==> config.mk <==
export PLATFORM = sky130hd
export DESIGN_NAME = mux_key
export DESIGN_NICKNAME = d
export VERILOG_FILES = /design/src/rtl/mux_key.sv
export SDC_FILE = /design/constraint.sdc
export NUM_CORES = 1
export LEC_CHECK = 0
export CAP_MARGIN = 20
export CORE_AREA = 3 3 40 42
export CTS_CLUSTER_DIAMETER = 150
export DETAILED_ROUTE_END_ITERATION = 8
export DIE_AREA = 0 0 43 45
export PLACE_DENSITY_LB_ADDON = 0.05
export SYNTH_ARGS = -nofsm -noshare
export SYNTH_HDL_FRONTEND = slang
export SYNTH_SLANG_ARGS = --single-unit
==> constraint.sdc <==
create_clock -name clk -period 1.44 [get_ports clk]
set_clock_uncertainty 0.1 [all_clocks]
set_input_delay 0.432 -clock clk [delete_from_list [all_inputs] [get_ports clk]]
set_output_delay 0.432 -clock clk [all_outputs]
set_load 0.005 [all_outputs]
==> src/rtl/mux_key.sv <==
`default_nettype none
// ============================================================================
// Module   : mux_key
// Purpose  : Keyed multiplexer. Looks up `key` in a packed table of
//            key/value pairs and returns the data of the first matching
//            pair, together with a match flag and a duplicate-key flag.
//            A registered copy of all three results is also provided.
//
// Parameters
//   NR_KEY    number of key/value pairs (>= 1)
//   KEY_LEN   key width in bits (>= 1)
//   DATA_LEN  data width in bits (>= 1)
//
// Ports
//   clk    in   1                  clock, rising edge
//   rst_n  in   1                  asynchronous active-low reset (registers only)
//   key    in   KEY_LEN            lookup key
//   lut    in   NR_KEY*PAIR_LEN    packed table {key_0,data_0,key_1,data_1,...}
//   out    out  DATA_LEN           selected data (combinational)
//   hit    out  1                  at least one pair matched (combinational)
//   dup    out  1                  two or more pairs matched (combinational)
//   out_q  out  DATA_LEN           out, registered
//   hit_q  out  1                  hit, registered
//   dup_q  out  1                  dup, registered
//
// Revision : 1.0  initial release
// ============================================================================
module mux_key #(
  parameter int NR_KEY   = 2,
  parameter int KEY_LEN  = 1,
  parameter int DATA_LEN = 1
) (
  input  logic                               clk,
  input  logic                               rst_n,
  input  logic [KEY_LEN-1:0]                 key,
  input  logic [NR_KEY*(KEY_LEN+DATA_LEN)-1:0] lut,
  output logic [DATA_LEN-1:0]                out,
  output logic                               hit,
  output logic                               dup,
  output logic [DATA_LEN-1:0]                out_q,
  output logic                               hit_q,
  output logic                               dup_q
);

  localparam int PAIR_LEN = KEY_LEN + DATA_LEN;
  localparam int LUT_LEN  = NR_KEY * PAIR_LEN;

  // --------------------------------------------------------------------------
  // Table unpacking and per-pair key compare.
  // Pair 0 is the first pair in the concatenation, so it lives in the MSBs.
  // --------------------------------------------------------------------------
  logic [KEY_LEN-1:0]  pair_key  [NR_KEY];
  logic [DATA_LEN-1:0] pair_data [NR_KEY];
  logic [NR_KEY-1:0]   match;

  genvar gi;
  generate
    for (gi = 0; gi < NR_KEY; gi++) begin : g_pair
      localparam int PAIR_MSB = LUT_LEN - 1 - gi * PAIR_LEN;
      assign pair_key[gi]  = lut[PAIR_MSB -: KEY_LEN];
      assign pair_data[gi] = lut[PAIR_MSB - KEY_LEN -: DATA_LEN];
      assign match[gi]     = (pair_key[gi] == key);
    end
  endgenerate

  // --------------------------------------------------------------------------
  // Priority select. Walking upward from pair 0, the first match claims the
  // output; any later match only marks the key as duplicated. This gives
  // lowest-index-wins selection and a popcount>=2 flag in one pass.
  // --------------------------------------------------------------------------
  logic [DATA_LEN-1:0] sel_data;
  logic                sel_hit;
  logic                sel_dup;

  always_comb begin
    sel_data = '0;
    sel_hit  = 1'b0;
    sel_dup  = 1'b0;
    for (int i = 0; i < NR_KEY; i++) begin
      if (match[i]) begin
        if (sel_hit) begin
          sel_dup = 1'b1;
        end else begin
          sel_data = pair_data[i];
        end
        sel_hit = 1'b1;
      end
    end
  end

  assign out = sel_data;
  assign hit = sel_hit;
  assign dup = sel_dup;

  // --------------------------------------------------------------------------
  // Registered copies: one cycle of latency, no enable.
  // --------------------------------------------------------------------------
  logic [DATA_LEN-1:0] out_d;
  logic                hit_d;
  logic                dup_d;

  always_comb begin
    out_d = sel_data;
    hit_d = sel_hit;
    dup_d = sel_dup;
  end

  always_ff @(posedge clk or negedge rst_n) begin
    if (!rst_n) begin
      out_q <= '0;
      hit_q <= 1'b0;
      dup_q <= 1'b0;
    end else begin
      out_q <= out_d;
      hit_q <= hit_d;
      dup_q <= dup_d;
    end
  end

endmodule
`default_nettype wire

==> impl_metrics.toml, run 1 <==
[sta]
rsz0062_at_grt = "true"
tightest_slew_ns = 0.1287
fmax_mhz = 606.4
finalCriticalPeriod_ns = 1.649
post-route-period-util_pct = 114.5
max-slew-margin-rel_pct = 91.36
layout_setup_ws_ns = -0.2092
whs_ns = 0.2826
timing_hold_violations_final = 0
setup_viol = 3
setup_tns_ns = -0.4547
finalMaxSlewViolations = 0

[floorplan]
die_w_um = 43
die_h_um = 45
core-area_mm2 = 0.001285
start_util_pct = 11.59
fp-row-count = 13
ios = 13
dieArea_mm2 = 0.001935

[setup_path]
cp_slowest_cell = "a211o_1"
path_class = "in2out"
worst-path-buf-inv = 2
cp-end-kind = "primary output"
cp_cell_sequence = "buf_8 > and4b_1 > a211o_1 > buf_2"
crit_family = "compound AO/OA/AOI/OAI gates"
crit_arrival_ns = 1.12
required_ns = 0.91
cp-start-kind = "input port"
cp_max_fo = 6
slowest_delay_ns = 0.28

[yosys]
synth_area_leader_cell = "dfrtp_1"
synth_nets = 20
synth_xor_area_share_pct = 5.882
synth_edf_count = 0
syn_area_per_cell_um2 = 11.45
synth_cell_types = 11
synth_flop_cell = "dfrtp_1"
synth_compound_area_share_pct = 9.244
synth-simple-area-share_pct = 34.45
ys_ff_latch = 3
synth_top_area_share_pct = 50.42
synthMuxAreaShare_pct = 0
synthTopCellsByArea = "dfrtp_1, and4bb_1, and3b_2"
ys_async_sr_fraction_pct = 100.0
yosys_warnings = 0
synthAdderAreaFrac_pct = 0
synthMostInstantiatedCell = "dfrtp_1"
synth_top_family_by_area = "simple AND/OR/NAND/NOR gates"
synth_cells = 13
ys_seq_area_share_pct = 50.42
syn-cell-area_um2 = 148.9

[drt]
drt.antenna.violating_nets = 0
routed_wl_um = 475
drc_errors = 0
avgViaCountPerCell = 3.566
avgRoutedWirePerCell_um = 8.962
via_count = 189
firstDrtPassIters = 1
dr.first_iter.drc_count = 0

[place]
dp_cells = 45
routabilityCongestion = 0.6136
dp_hpwl_um = 361.6
io_buffers = 12
dpl_cell_area_um2 = 325.3

[layout]
antennaDiodeCount = 0
num-fill-cells = 136
fin_area_um2 = 382.9
drive_above_1_share_pct = 60.53
area_growth_pct = 157.1
fin_nets = 46
instances_no_fill = 53

[grt]
grt_pass1_wl_um = 759
grt_start_max_net_pins = 7
grt_usage_pct = 6.162
grt_pass1_vias = 184
overflow = 0
antenna_found_initial = 0

[run_status]
violations = "negative setup slack"
outcome = "finished, violations left"

[clock_tree]
htree_levels = 1
cts_tree = "done"
cts-root-buf = "clkbuf_4"
hold_buffers = 0
clk_path_buf_depth = 2
cts_sinks = 3
cts.reportedPaths.clkPinSlew_ns = 0.04
cts-buffers-inserted = 3

[power_and_ir_drop]
power_density_mw_per_mm2 = 844.5
ir_drop_mv = 0.1547
power.leakage_nw = 0.2003

[job]
drv_cap = 0

[min_path]
hold_class = "in2async"
## cells in the final DEF, fill, tap and decap left out, drive strengths merged
master          n
nor2            1
and4b           1
a211o           1
nand3           1
buf            16
dfrtp           3
dlygate4sd2     4
or3             1
clkdlybuf4s50   1
a21oi           1
and4bb          1
clkbuf          4
xnor2           1
and3b           1
nand2           1
## per-stage QoR
step	util, %	total power [W]	setup slack, ns
final	29.80	0.0003233	-0.2092
after global routing	29.80	0.0003559	-0.2399
after CTS	28.92	0.0003285	-0.2113
after detailed placement	25.32	0.0001734	-1.048
after global placement	25.32	0.0001729	-1.024
after floorplan	-	0.0001097	0.01991
## layout make-up
cell class | instances | area, um^2 | area share (%)
tap | 15 | 18.77 | 4.902
timing repair buffer | 21 | 180.2 | 47.06
clock buffer | 4 | 26.28 | 6.863
sequential | 3 | 75.07 | 19.61
multi-input combinational | 10 | 82.58 | 21.57
## sequential cells by signal, indices dropped and copies added (netlist names)
register	count
dup_q	1
hit_q	1
out_q	1
## where the power goes
group	total [W]	leakage (nW)	internal, W	switching (W)
Clock	0.000145	0.0150	0.000104	0.0000416
Combinational	0.0000856	0.150	0.0000586	0.0000270
Sequential	0.0000924	0.0356	0.0000913	0.00000112
## worst paths after layout
kind                         from    end  slack (ns)  depth (start not counted)
max                           key    out       -0.21                          4
min                         rst_n  hit_q        0.28                          1
max in group asynchronous   rst_n  out_q        0.82                          1
min in group clk           lut[1]  dup_q        0.50                          4
## routing by layer
layer  up-vias  GRT usage (%)  routed length [um]
met5         -              0                   0
met1        81          4.578                 155
met4         0          7.229                   0
li1        100              -                   -
met2         8          10.18                 276
met3         0          3.586                  43
## logic make-up (layout without fill, tap and decap cells)
logic type / count (synthesis) / count (layout)
and+or+nand+nor: 7 / 7
DFF: 3 / 3
AOI/OAI and AO/OA: 2 / 2
xor gates and xnor gates: 1 / 1
buffers and inverters: 0 / 25
## timing repair
| item | CTS | global route |
|---|---|---|
| pin swaps | 5 | 1 |
| resized for setup | 42 | 1 |
| endpoints found under the setup margin | 8 | 3 |
| setup buffers | 3 | 1 |
Power figures use the tool's default switching activity.
==> run 2, diff against run 1 <==
- CAP_MARGIN: 20 -> default
- clock period: 1.44 -> 1.8 ns (I/O delays scaled with it)
==> impl_metrics.toml, run 2 (same netlist as run 1, synthesis figures left out) <==
[place]
routabilityCongestion = 0.6042
dp_hpwl_um = 358.1
io_buffers = 12

[sta]
post-route-period-util_pct = 104.3
setup_viol = 2
timing_hold_violations_final = 0
whs_ns = 0.3907
finalMaxSlewViolations = 0
tightest_slew_ns = 0.1337
rsz0062_at_grt = "true"
fmax_mhz = 532.5
finalCriticalPeriod_ns = 1.878
layout_setup_ws_ns = -0.07788
max-slew-margin-rel_pct = 91.06

[setup_path]
path_depth = 4
cp_cell_sequence = "buf_8 > and4b_1 > a211o_1 > buf_2"
cp_slowest_cell = "a211o_1"
worst-path-buf-inv = 2
worstSetupStartpoint = "lut[1]"
required_ns = 1.16
cp-start-kind = "input port"
crit_arrival_ns = 1.24
crit_family = "compound AO/OA/AOI/OAI gates"
worstSetupEndpoint = "out"
cp_max_fo = 5
cp-end-kind = "primary output"
slowest_delay_ns = 0.27
path_class = "in2out"

[floorplan]
ios = 13
dieArea_mm2 = 0.001935
fp-row-count = 13
core-area_mm2 = 0.001285
die_w_um = 43
die_h_um = 45
start_util_pct = 11.59

[layout]
num-fill-cells = 136
final_common_cell = "buf_4"
multi_input_area_um2 = 77.57
reg_top3 = "dup_q x1, hit_q x1, out_q x1"
antennaDiodeCount = 0
seq_area_um2 = 75.07
final_cell_mix = "buf_4, buf_2, clkdlybuf4s50_1"
drive_above_1_share_pct = 54.05
fin_nets = 45
area_growth_pct = 149.6

[run_status]
outcome = "finished, violations left"
violations = "negative setup slack"

[clock_tree]
clk_path_buf_depth = 2
cts-root-buf = "clkbuf_4"
cts.reportedPaths.clkPinSlew_ns = 0.04
cts-buffers-inserted = 3
cts_tree = "done"
cts_sinks = 3
htree_levels = 1

[grt]
antenna_found_initial = 0
overflow = 0
grt_usage_pct = 6.339
grt_pass1_wl_um = 814
grt_pass1_vias = 213
grt_start_max_net_pins = 7

[power_and_ir_drop]
fin_total_pwr_w = 0.0002582
power_density_mw_per_mm2 = 694.8
ir_drop_mv = 0.1317
power.leakage_nw = 0.1902

[drt]
firstDrtPassIters = 1
avgViaCountPerCell = 3.654
drc_errors = 0
avgRoutedWirePerCell_um = 8.596
routed_wl_um = 447
via_count = 190
drt.antenna.violating_nets = 0
dr.first_iter.drc_count = 0

[job]
drv_cap = 0

[min_path]
hold_class = "in2async"
[run 2: timing repair]
action,4_1_cts,5_1_grt
pin swaps,4,3
endpoints found under the setup margin,3,2
hold buffers,0,0
buffers inserted,2,1
resized for setup,38,1
[run 2: stage by stage]
step / setup TNS [ns] / util, % / cell area [um^2] / setup WS, ns / instances
after floorplan: 0 / - / 148.9 / 0.1639 / 13
after global placement: -2.776 / 25.32 / 325.3 / -0.8861 / 45
after detailed placement: -2.819 / 25.32 / 325.3 / -0.9031 / 45
after CTS: -0.1350 / 28.04 / 360.3 / -0.08049 / 51
after global routing: -0.1944 / 28.92 / 371.6 / -0.1029 / 52
final: -0.1341 / 28.92 / 371.6 / -0.07788 / 52
[run 2: metal layers]
layer  vias to the layer above  global-route usage (%)  routed length [um]
li1                         97                       -                   -
met4                         0                   7.229                   0
met3                         0                   3.586                  40
met5                         -                       0                   0
met1                        85                   5.327                 146
met2                         8                   9.880                 261
[run 2: power by group]
part	leakage (nW)	switching, W	internal [W]
logic	0.140	0.0000204	0.0000479
registers	0.0356	0.00000112	0.0000731
clock network	0.0150	0.0000328	0.0000829
[run 2: worst min path at each step]
stage	endpoint	slack, ns	cells after the start
6_report	dup_q	0.39	1
3_3_place_gp	out_q	0.63	1
3_5_place_dp	hit_q	0.63	1
5_1_grt	hit_q	0.38	1
4_1_cts	hit_q	0.39	1
2_1_floorplan	dup_q	0.14	0
[run 2: cell type report]
type                       count  area share [%]
timing repair buffer          20           46.80
multi-input combinational     10           20.88
sequential                     3           20.20
tap                           15           5.051
clock buffer                   4           7.071
